===== src/rtl/hangman_pkg.sv =====
// Purpose : shared types for the TX arbiter (FSM states, byte type, tie-break helper).
// Latency : n/a (types and a pure function only).
// Backpres: n/a.
package hangman_pkg;

  typedef logic [7:0] byte_t;

  typedef enum logic [2:0] {
    ST_IDLE,
    ST_LAUNCH,
    ST_WAIT_BUSY,
    ST_WAIT_DONE,
    ST_GUARD
  } tx_state_e;

  // Shared down-counter width for the busy timeout and the guard gap.
  localparam int CNT_W = 16;

  // Round-robin pick: a lone pending slot wins, a tie goes to the side
  // that did not win last time.
  function automatic logic pick_b(input logic pend_a, input logic pend_b,
                                  input logic last_b);
    return pend_b && (!pend_a || !last_b);
  endfunction

endpackage


===== src/rtl/tx_slot.sv =====
// Purpose : one-entry holding register for a single requester (capture, clear, drop).
// Latency : req -> pend/dat on the next edge; drop pulses one cycle after a lost request.
// Backpres: none upstream; a request hitting a full, ungranted slot is dropped.
//
// Ports:
//   clk, nRst      clock, synchronous active-low reset
//   req, data      one-cycle strobe and byte from the requester
//   clr            arbiter takes the byte this cycle
//   pend, dat      slot occupied / held byte
//   drop           one-cycle pulse: request lost because the slot was full
module tx_slot
  import hangman_pkg::*;
(
  input  logic       clk,
  input  logic       nRst,
  input  logic       req,
  input  logic [7:0] data,
  input  logic       clr,
  output logic       pend,
  output logic [7:0] dat,
  output logic       drop
);

  logic  pend_q, pend_d;
  byte_t dat_q,  dat_d;
  logic  drop_q, drop_d;

  always_comb begin
    pend_d = pend_q;
    dat_d  = dat_q;
    drop_d = 1'b0;
    if (clr) begin
      pend_d = 1'b0;
    end
    // A request landing on the grant cycle reloads the slot in the same edge.
    if (req) begin
      if (!pend_q || clr) begin
        pend_d = 1'b1;
        dat_d  = data;
      end else begin
        drop_d = 1'b1;
      end
    end
  end

  always_ff @(posedge clk) begin
    if (!nRst) begin
      pend_q <= 1'b0;
      dat_q  <= '0;
      drop_q <= 1'b0;
    end else begin
      pend_q <= pend_d;
      dat_q  <= dat_d;
      drop_q <= drop_d;
    end
  end

  assign pend = pend_q;
  assign dat  = dat_q;
  assign drop = drop_drop_alias();

  function automatic logic drop_drop_alias();
    return drop_q;
  endfunction

endmodule


===== src/rtl/tx_arbiter.sv =====
// Purpose : round-robin arbiter feeding two byte requesters into one UART transmitter.
// Latency : request -> tx_ctrl two cycles later when idle; grant-to-grant >= 4 + GUARD_CYCLES.
// Backpres: launches only while transmit_ready is high; full slots drop new requests.
//
// Ports:
//   clk, nRst                 clock, synchronous active-low reset
//   req_a/data_a, req_b/data_b one-cycle request strobes with their bytes
//   transmit_ready            UART transmitter idle
//   tx_ctrl, tx_byte          one-cycle launch strobe and the byte it launches
//   pend_a, pend_b            slot holds an unsent byte
//   drop_a, drop_b            one-cycle pulse: request lost to a full slot
//   grant_b                   source of the current/most recent launch (1 = B)
//   tx_fault                  one-cycle pulse: UART never went busy after a launch
module tx_arbiter #(
  parameter int unsigned GUARD_CYCLES = 2,
  parameter int unsigned BUSY_TIMEOUT = 8,
  parameter int unsigned START_PRIO   = 0
) (
  input  logic       clk,
  input  logic       nRst,
  input  logic       req_a,
  input  logic [7:0] data_a,
  input  logic       req_b,
  input  logic [7:0] data_b,
  input  logic       transmit_ready,
  output logic       tx_ctrl,
  output logic [7:0] tx_byte,
  output logic       pend_a,
  output logic       pend_b,
  output logic       drop_a,
  output logic       drop_b,
  output logic       grant_b,
  output logic       tx_fault
);

  import hangman_pkg::*;

  localparam logic [31:0]      START_PRIO_V = 32'(START_PRIO);
  localparam logic             START_B      = START_PRIO_V[0];
  localparam logic [CNT_W-1:0] BUSY_LAST    = CNT_W'(BUSY_TIMEOUT - 1);
  localparam logic [CNT_W-1:0] GUARD_LAST   = CNT_W'(GUARD_CYCLES - 1);

  tx_state_e        state_q,    state_d;
  logic [CNT_W-1:0] cnt_q,      cnt_d;
  logic             tx_ctrl_q,  tx_ctrl_d;
  byte_t            tx_byte_q,  tx_byte_d;
  logic             grant_b_q,  grant_b_d;
  logic             tx_fault_q, tx_fault_d;

  byte_t slot_dat_a, slot_dat_b;
  logic  grant, win_b, clr_a, clr_b;

  // Grant decision is combinational so the winning slot clears on the same
  // edge that loads tx_byte.
  always_comb begin
    grant = (state_q == ST_IDLE) && (pend_a || pend_b) && transmit_ready;
    win_b = pick_b(pend_a, pend_b, grant_b_q);
    clr_a = grant && !win_b;
    clr_b = grant && win_b;
  end

  tx_slot u_slot_a (
    .clk  (clk),
    .nRst (nRst),
    .req  (req_a),
    .data (data_a),
    .clr  (clr_a),
    .pend (pend_a),
    .dat  (slot_dat_a),
    .drop (drop_a)
  );

  tx_slot u_slot_b (
    .clk  (clk),
    .nRst (nRst),
    .req  (req_b),
    .data (data_b),
    .clr  (clr_b),
    .pend (pend_b),
    .dat  (slot_dat_b),
    .drop (drop_b)
  );

  always_comb begin
    state_d    = state_q;
    cnt_d      = cnt_q;
    tx_ctrl_d  = 1'b0;
    tx_byte_d  = tx_byte_q;
    grant_b_d  = grant_b_q;
    tx_fault_d = 1'b0;
    case (state_q)
      ST_IDLE: begin
        if (grant) begin
          tx_byte_d = win_b ? slot_dat_b : slot_dat_a;
          grant_b_d = win_b;
          tx_ctrl_d = 1'b1;       // registered strobe is high for the LAUNCH cycle
          state_d   = ST_LAUNCH;
        end
      end
      ST_LAUNCH: begin
        cnt_d   = '0;
        state_d = ST_WAIT_BUSY;
      end
      ST_WAIT_BUSY: begin
        if (!transmit_ready) begin
          state_d = ST_WAIT_DONE;
        end else if (cnt_q == BUSY_LAST) begin
          // UART never took the byte: report and move on, no retry.
          tx_fault_d = 1'b1;
          cnt_d      = '0;
          state_d    = ST_GUARD;
        end else begin
          cnt_d = cnt_q + 1'b1;
        end
      end
      ST_WAIT_DONE: begin
        if (transmit_ready) begin
          cnt_d   = '0;
          state_d = ST_GUARD;
        end
      end
      ST_GUARD: begin
        // A zero-length guard still spends the single GUARD cycle.
        if (GUARD_CYCLES == 0 || cnt_q == GUARD_LAST) begin
          cnt_d   = '0;
          state_d = ST_IDLE;
        end else begin
          cnt_d = cnt_q + 1'b1;
        end
      end
      default: begin
        cnt_d   = '0;
        state_d = ST_IDLE;
      end
    endcase
  end

  always_ff @(posedge clk) begin
    if (!nRst) begin
      state_q    <= ST_IDLE;
      cnt_q      <= '0;
      tx_ctrl_q  <= 1'b0;
      tx_byte_q  <= '0;
      grant_b_q  <= ~START_B;   // makes START_PRIO win the first tie
      tx_fault_q <= 1'b0;
    end else begin
      state_q    <= state_d;
      cnt_q      <= cnt_d;
      tx_ctrl_q  <= tx_ctrl_d;
      tx_byte_q  <= tx_byte_d;
      grant_b_q  <= grant_b_d;
      tx_fault_q <= tx_fault_d;
    end
  end

  assign tx_ctrl  = tx_ctrl_q;
  assign tx_byte  = tx_byte_q;
  assign grant_b  = grant_b_q;
  assign tx_fault = tx_fault_q;

endmodule

===== config.mk =====
export PLATFORM = sky130hd
export DESIGN_NAME = tx_arbiter
export DESIGN_NICKNAME = d
export VERILOG_FILES = /design/src/rtl/hangman_pkg.sv /design/src/rtl/tx_slot.sv /design/src/rtl/tx_arbiter.sv
export SDC_FILE = /design/constraint.sdc
export NUM_CORES = 1
export LEC_CHECK = 0
export BUFFER_PORTS_ARGS = -buffer_cell sky130_fd_sc_hd__buf_4
export CORE_MARGIN = 2
export CORE_UTILIZATION = 59
export CTS_CLUSTER_DIAMETER = 60
export DETAILED_ROUTE_END_ITERATION = 7
export HOLD_SLACK_MARGIN = 0.05
export PLACE_DENSITY = 0.89
export SLEW_MARGIN = 0
export SYNTH_ARGS = -nofsm -noshare
export SYNTH_HDL_FRONTEND = slang
export SYNTH_SLANG_ARGS = --single-unit

===== constraint.sdc =====
create_clock -name clk -period 3.5 [get_ports clk]
set_clock_uncertainty 0.15 [all_clocks]
set_input_delay 0.175 -clock clk [delete_from_list [all_inputs] [get_ports clk]]
set_output_delay 0.175 -clock clk [all_outputs]
set_load 0.005 [all_outputs]

# Word level (Yosys, flattened, before mapping)

Cells that the tools add are included.

Add/subtract/negate cells: 1
Equal/unequal tests: 11
Mux-type cells: 22
Bitwise operators: 1
Reduce and logical (&&, ||, !) cells: 23

Operators with widths:

| operator                                              | number |
|---|---|
| 2-to-1 mux 16 bit                                     | 4 |
| one-hot mux 16 bit (4 select lines)                   | 1 |
| adder 16 x 1 -> 16 bit (second input constant)        | 1 |
| equality test 16 x 1 -> 1 bit (second input constant) | 1 |
| equality test 16 x 3 -> 1 bit (second input constant) | 1 |
| 2-to-1 mux 3 bit                                      | 5 |
| one-hot mux 3 bit (5 select lines)                    | 1 |
| AND reduction 2 bit                                   | 6 |
| 2-to-1 mux 1 bit                                      | 10 |
| 2-to-1 mux 8 bit                                      | 1 |
| inequality test 2 bit (second input constant)         | 4 |
| equality test 3 x 2 -> 1 bit (second input constant)  | 2 |
| AND reduction 3 bit                                   | 2 |
| logical AND 1 bit                                     | 5 |
| logical NOT 1 bit                                     | 4 |
| logical OR 1 bit                                      | 4 |
| AND reduction 4 bit                                   | 1 |
| equality test 3 x 1 -> 1 bit (second input constant)  | 1 |
| equality test 3 bit (second input constant)           | 1 |
| logical NOT 3 bit                                     | 1 |
| inequality test 3 bit (second input constant)         | 1 |
| inverter 1 bit                                        | 1 |

Bits in registers: 50
Input bits: 21
Output and inout port bits: 15
Logic and storage cells: 70

# Depth between registers and ports, before layout

Depth in word-level cells: 8
Mapped depth: 8
Gate-level depth less buffers: 7

# Cells and area by module

Synthesis repeated with hierarchy kept, for this count alone.

Cell total of the unflattened synthesis: 258
Area, all modules: 2383.5 um^2

By module, submodules not included:

| module     | instances | cells each | area an instance (um^2) | sequential area each (um^2) |
|---|---|---|---|---|
| tx_arbiter | 1         | 176        | 1580.3                  | 600.6 |
| tx_slot    | 2         | 41         | 401.6                   | 200.2 |

# Worst setup path after synthesis

Ideal clock, no wire load.

Kind: register to register
Start point: reg cnt_q[1]
End point: reg cnt_q[13]
Library setup time: 75 ps
Arrival time: 1676 ps
Data required time: 3275 ps
Setup slack: 1599 ps
Stages on the path, launching flop included: 8
Buffers on the path: 0
Clock period less this slack: 1901 ps
Cell sequence: dfxtp_1 inv_1 ha_1 nor4b_1 and4_1 o2bb2ai_4 or4b_1 a31oi_1

Word-level cells in the longest chain between the ends: 4
Elaborated cells between the ends (all ways): 7
Those cells by class: add/sub (1); eq/ne (2); mux (4)

Ends and longest elaborated chain:

| item                                                                           | RTL line                                                | RTL |
|---|---|---|
| start, declared                                                                | tx_arbiter.sv:44                                        | `logic [CNT_W-1:0] cnt_q, cnt_d;` |
| start signal, assigned                                                         | tx_arbiter.sv:148                                       | `cnt_q <= cnt_d;` |
| adder 16 x 1 -> 16 bit / equality test 16 x 3 -> 1 bit (equally long branches) | tx_arbiter.sv:113, tx_arbiter.sv:128, tx_arbiter.sv:107 |  |
| 2-to-1 mux 16 bit                                                              | tx_arbiter.sv:107                                       | `end else if (cnt_q == BUSY_LAST) begin` |
| 2-to-1 mux 16 bit                                                              | tx_arbiter.sv:105                                       | `if (!transmit_ready) begin` |
| one-hot mux 16 bit (4 select lines) *                                          | tx_arbiter.sv:91                                        | `case (state_q)` |

Mark *: on every way between the ends. The rest lies on a longest branch, timed or not. The select of a mux whose other input is x is not followed.
A chain may end at the register's enable or synchronous reset.

# Final worst setup path

Start point: reg state_q[2]
End point: reg u_slot_b.pend_q, in the netlist u_slot_b.pend

Word-level cells in the longest chain between the ends: 7
Elaborated cells between the ends (all ways): 8
Those cells by class: mux (3); reduce/logical (5)

Ends and longest elaborated chain:

| item                                                        | RTL line                     | RTL |
|---|---|---|
| start, declared                                             | tx_arbiter.sv:43             | `tx_state_e state_q, state_d;` |
| start signal, assigned                                      | tx_arbiter.sv:147            | `state_q <= state_d;` |
| logical NOT 3 bit *                                         | tx_arbiter.sv:56             | `grant = (state_q == ST_IDLE) && (pend_a \|\| pend_b) && transmit_ready;` |
| logical AND 1 bit * (2 in a row)                            | tx_arbiter.sv:56             |  |
| logical AND 1 bit *                                         | tx_arbiter.sv:59             | `clr_b = grant && win_b;` |
| 2-to-1 mux 1 bit / logical OR 1 bit (equally long branches) | tx_slot.sv:32, tx_slot.sv:37 |  |
| 2-to-1 mux 1 bit                                            | tx_slot.sv:37                | `if (!pend_q \|\| clr) begin` |
| 2-to-1 mux 1 bit *                                          | tx_slot.sv:36                | `if (req) begin` |
| end signal, assigned                                        | tx_slot.sv:52                | `pend_q <= pend_d;` |
| end, declared                                               | tx_slot.sv:24                | `logic pend_q, pend_d;` |

Mark *: on every way between the ends. The rest lies on a longest branch, timed or not.

==> impl_metrics.toml <==
[critical_path]
critPathArrivalTime_ps = 2540
slowest_delay_ps = 550
r2r_slack_ps = 1010
crit_start = "state_q[2]$_SDFFE_PN0P_"
cp-endpoint = "u_slot_b.pend$_SDFF_PN0_"
worstSetupPathType = "reg -> reg"
cp_slowest_cell = "and3_1"
end_kind = "flop"
path_delay_family = "simple AND/OR/NAND/NOR gates"
path_depth = 5
cp_num_buf_inv = 1
r2r-start = "state_q[2]$_SDFFE_PN0P_"
cp_max_fo = 12
critPathRequiredTime_ps = 3550
rr_worst_depth = 5
cp-start-kind = "flop"
crit_chain = "nor4b_2, and3_1, nor2_1, o21a_1, dlygate4sd3_1"
r2r_end = "u_slot_b.pend$_SDFF_PN0_"

[logic_synthesis]
synth-seq-cells = 50
synth_cells = 233
ys_warn_count = 0
synth_area_per_cell_um2 = 9.35
syn_area_um2 = 2180
synth-compound-area-share_pct = 14.4
muxShareOfSynthArea_pct = 8.33
yosysTopAreaCell = "dfxtp_1"
synth-seq-area-share_pct = 46.0
yosys.area_share.adder_pct = 1.15
synth_top_area_share_pct = 46.0
async_reset_ff_share_pct = 0
ys_top_cells_by_area = "dfxtp_1, nor2_1, mux2i_1"
synthSimpleGateAreaFrac_pct = 22.2
synth_edf_count = 0
syn_nets = 256
synthXorXnorAreaFrac_pct = 4.42
synth_ff_type = "dfxtp_1"
synth_cell_types = 51
synth_top_family_by_area = "simple AND/OR/NAND/NOR gates"

[place]
dp_slack_ps = 1220
dp_hpwl_um = 3190
dp_cells = 307
gp_congestion = 0.947
portBuffers = 35

[floorplanning]
core_area_um2 = 3610
die_h_um = 64.8
rows = 22
design.die.area_um2 = 4190
die_width_um = 64.8
ios = 36
start_util_pct = 60.4

[cells_and_area]
drive_gt1_share_pct = 18.8
layout_commonest_cell = "dfxtp_1"
final_core_util_pct = 76.8
final_nets = 309
final_cell_mix = "dfxtp_1, nor2_1, buf_4"
diodes = 0
synthToLayoutAreaGrowth_pct = 27.1
finalNonFillerCells = 335

[pwr]
ir_worst_vdd_v = 0.000384
powerDensity_nw_per_um2 = 520
power_leakage_uw = 0.00114

[job]
drv_cap = 0

[sta]
min_period_ps = 2490
setup_ws_ps = 1010
fmax_mhz = 402
worst_pin_slew_ps = 828
hold_viol = 0
fin_hold_ws_ps = 127
setup_violations = 0
slew-limit-headroom_pct = 44.4
final.setup.tns_ps = 0
grt_setup_unrepaired = "false"
final_max_slew_viol_count = 0
min_period_over_period_pct = 71.1

[global_routing]
grt_pass1_wl_um = 9120
first_global_vias = 1931
grtUsageTotal_pct = 28.5
grt_start_max_net_pins = 35
gr-total-overflow = 0
antenna_found_initial = 0

[detailed_routing]
via_count = 1992
drtAntennaViolNets = 0
vias_per_cell = 5.95
drt_iter0_markers = 244
wl_per_cell_um = 16.5
drc = 0
routed_wl_um = 5540
dr.pass1.iters = 5

[clock_tree]
clock_path_buffers = 2
cts_tree = "done"
insertion_delay_ps = 310
cts_buffers = 5
clk_pin_slew_ps = 100
cts.sinks = 50
cts_max_level = 2
cts_root_buffer = "clkbuf_8"

[hold_path]
hp-class = "in -> reg"
hold_depth = 4

[status]
outcome = "complete, no violations"
layer usage:
layer	up-vias	routed length (um)	GRT usage (%)	part of all wire, %
met3	17	316	5.21	5.7
met4	0	199	15.7	3.6
met5	-	0	0	0
met2	89	2830	48.7	51
li1	941	-	-	-
met1	945	2190	33.7	40
stage by stage:
| step | instance area [um^2] | total power [uW] |
|---|---|---|
| after floorplan | 2180 | 913 |
| after global placement | 2450 | 984 |
| after detailed placement | 2450 | 992 |
| after CTS | 2770 | 1430 |
| after global routing | 2770 | 1500 |
| final | 2770 | 1440 |
report_power, final:
group / leakage (uW) / internal (uW) / switching, uW
sequential: 0.000407 / 612 / 55.1
clock: 0.0000591 / 218 / 203
combinational: 0.000670 / 153 / 198
total: 0.00114 / 983 / 455
synthesized netlist by cell type, types with 2 or more instances:
| library cell | instances |
|---|---|
| a21oi_1 | 4 |
| a222oi_1 | 8 |
| and2_1 | 2 |
| and3_1 | 2 |
| and4_1 | 3 |
| buf_2 | 4 |
| buf_4 | 2 |
| clkbuf_1 | 3 |
| dfxtp_1 | 50 |
| ha_1 | 2 |
| inv_1 | 4 |
| mux2i_1 | 17 |
| nand2_1 | 14 |
| nand3_1 | 3 |
| nand4_1 | 3 |
| nor2_1 | 49 |
| nor3_1 | 8 |
| nor3b_1 | 2 |
| nor4_1 | 3 |
| o211ai_1 | 2 |
| o21a_1 | 2 |
| o21ai_0 | 6 |
| o21ai_1 | 2 |
| o21ai_2 | 2 |
| xnor2_1 | 6 |
| xor2_1 | 5 |
tightest hold or removal path, cell delays in order:
cell and delay [ps]:
buf_4 130, nor3b_1 150, nand2_1 60, nor2_1 30
cells by family after synthesis:
| kind of cell | count (synthesis) |
|---|---|
| muxes | 18 |
| adders and majority gates | 2 |
| and+or+nand+nor | 99 |
| buffers and inverters | 15 |
| DFF | 50 |
| AOI/OAI and AO/OA | 38 |
| xor gates and xnor gates | 11 |
how the worst min path moves through the flow:
stage                                    to  slack, ps            from
4_1_cts                 tx_fault$_SDFF_PN0_        120  transmit_ready
3_3_place_gp   u_slot_b.dat[0]$_SDFFE_PN0P_        250       data_b[0]
6_report                tx_fault$_SDFF_PN0_        130  transmit_ready
5_1_grt                 tx_fault$_SDFF_PN0_        150  transmit_ready
3_5_place_dp   u_slot_b.dat[7]$_SDFFE_PN0P_        260       data_b[7]
2_1_floorplan           tx_fault$_SDFF_PN0_        140            nRst
layout make-up:
class	count	area (um^2)
clock buffer	5	68.8
multi-input combinational	168	1100
inverter	5	18.8
sequential	50	1000
tap	48	60.1
fill	242	838
clock inverter	3	47.5
timing repair buffer	56	470
sequential cells by signal, summed over array words and instances (netlist names):
register	flops
tx_byte	8
tx_fault	1
u_slot_a.pend	1
grant_b	1
u_slot_b.dat	8
u_slot_a.drop	1
cnt_q	16
state_q	3
tx_ctrl	1
u_slot_a.dat	8
u_slot_b.drop	1
u_slot_b.pend	1
what timing repair did:
action,4_1_cts,5_1_grt
endpoints found under the hold margin,22,0
buffers inserted,0,0
gates resized for setup,0,0
setup endpoints to repair,0,0
hold buffers,20,0
(Power assumes the default switching activity.)
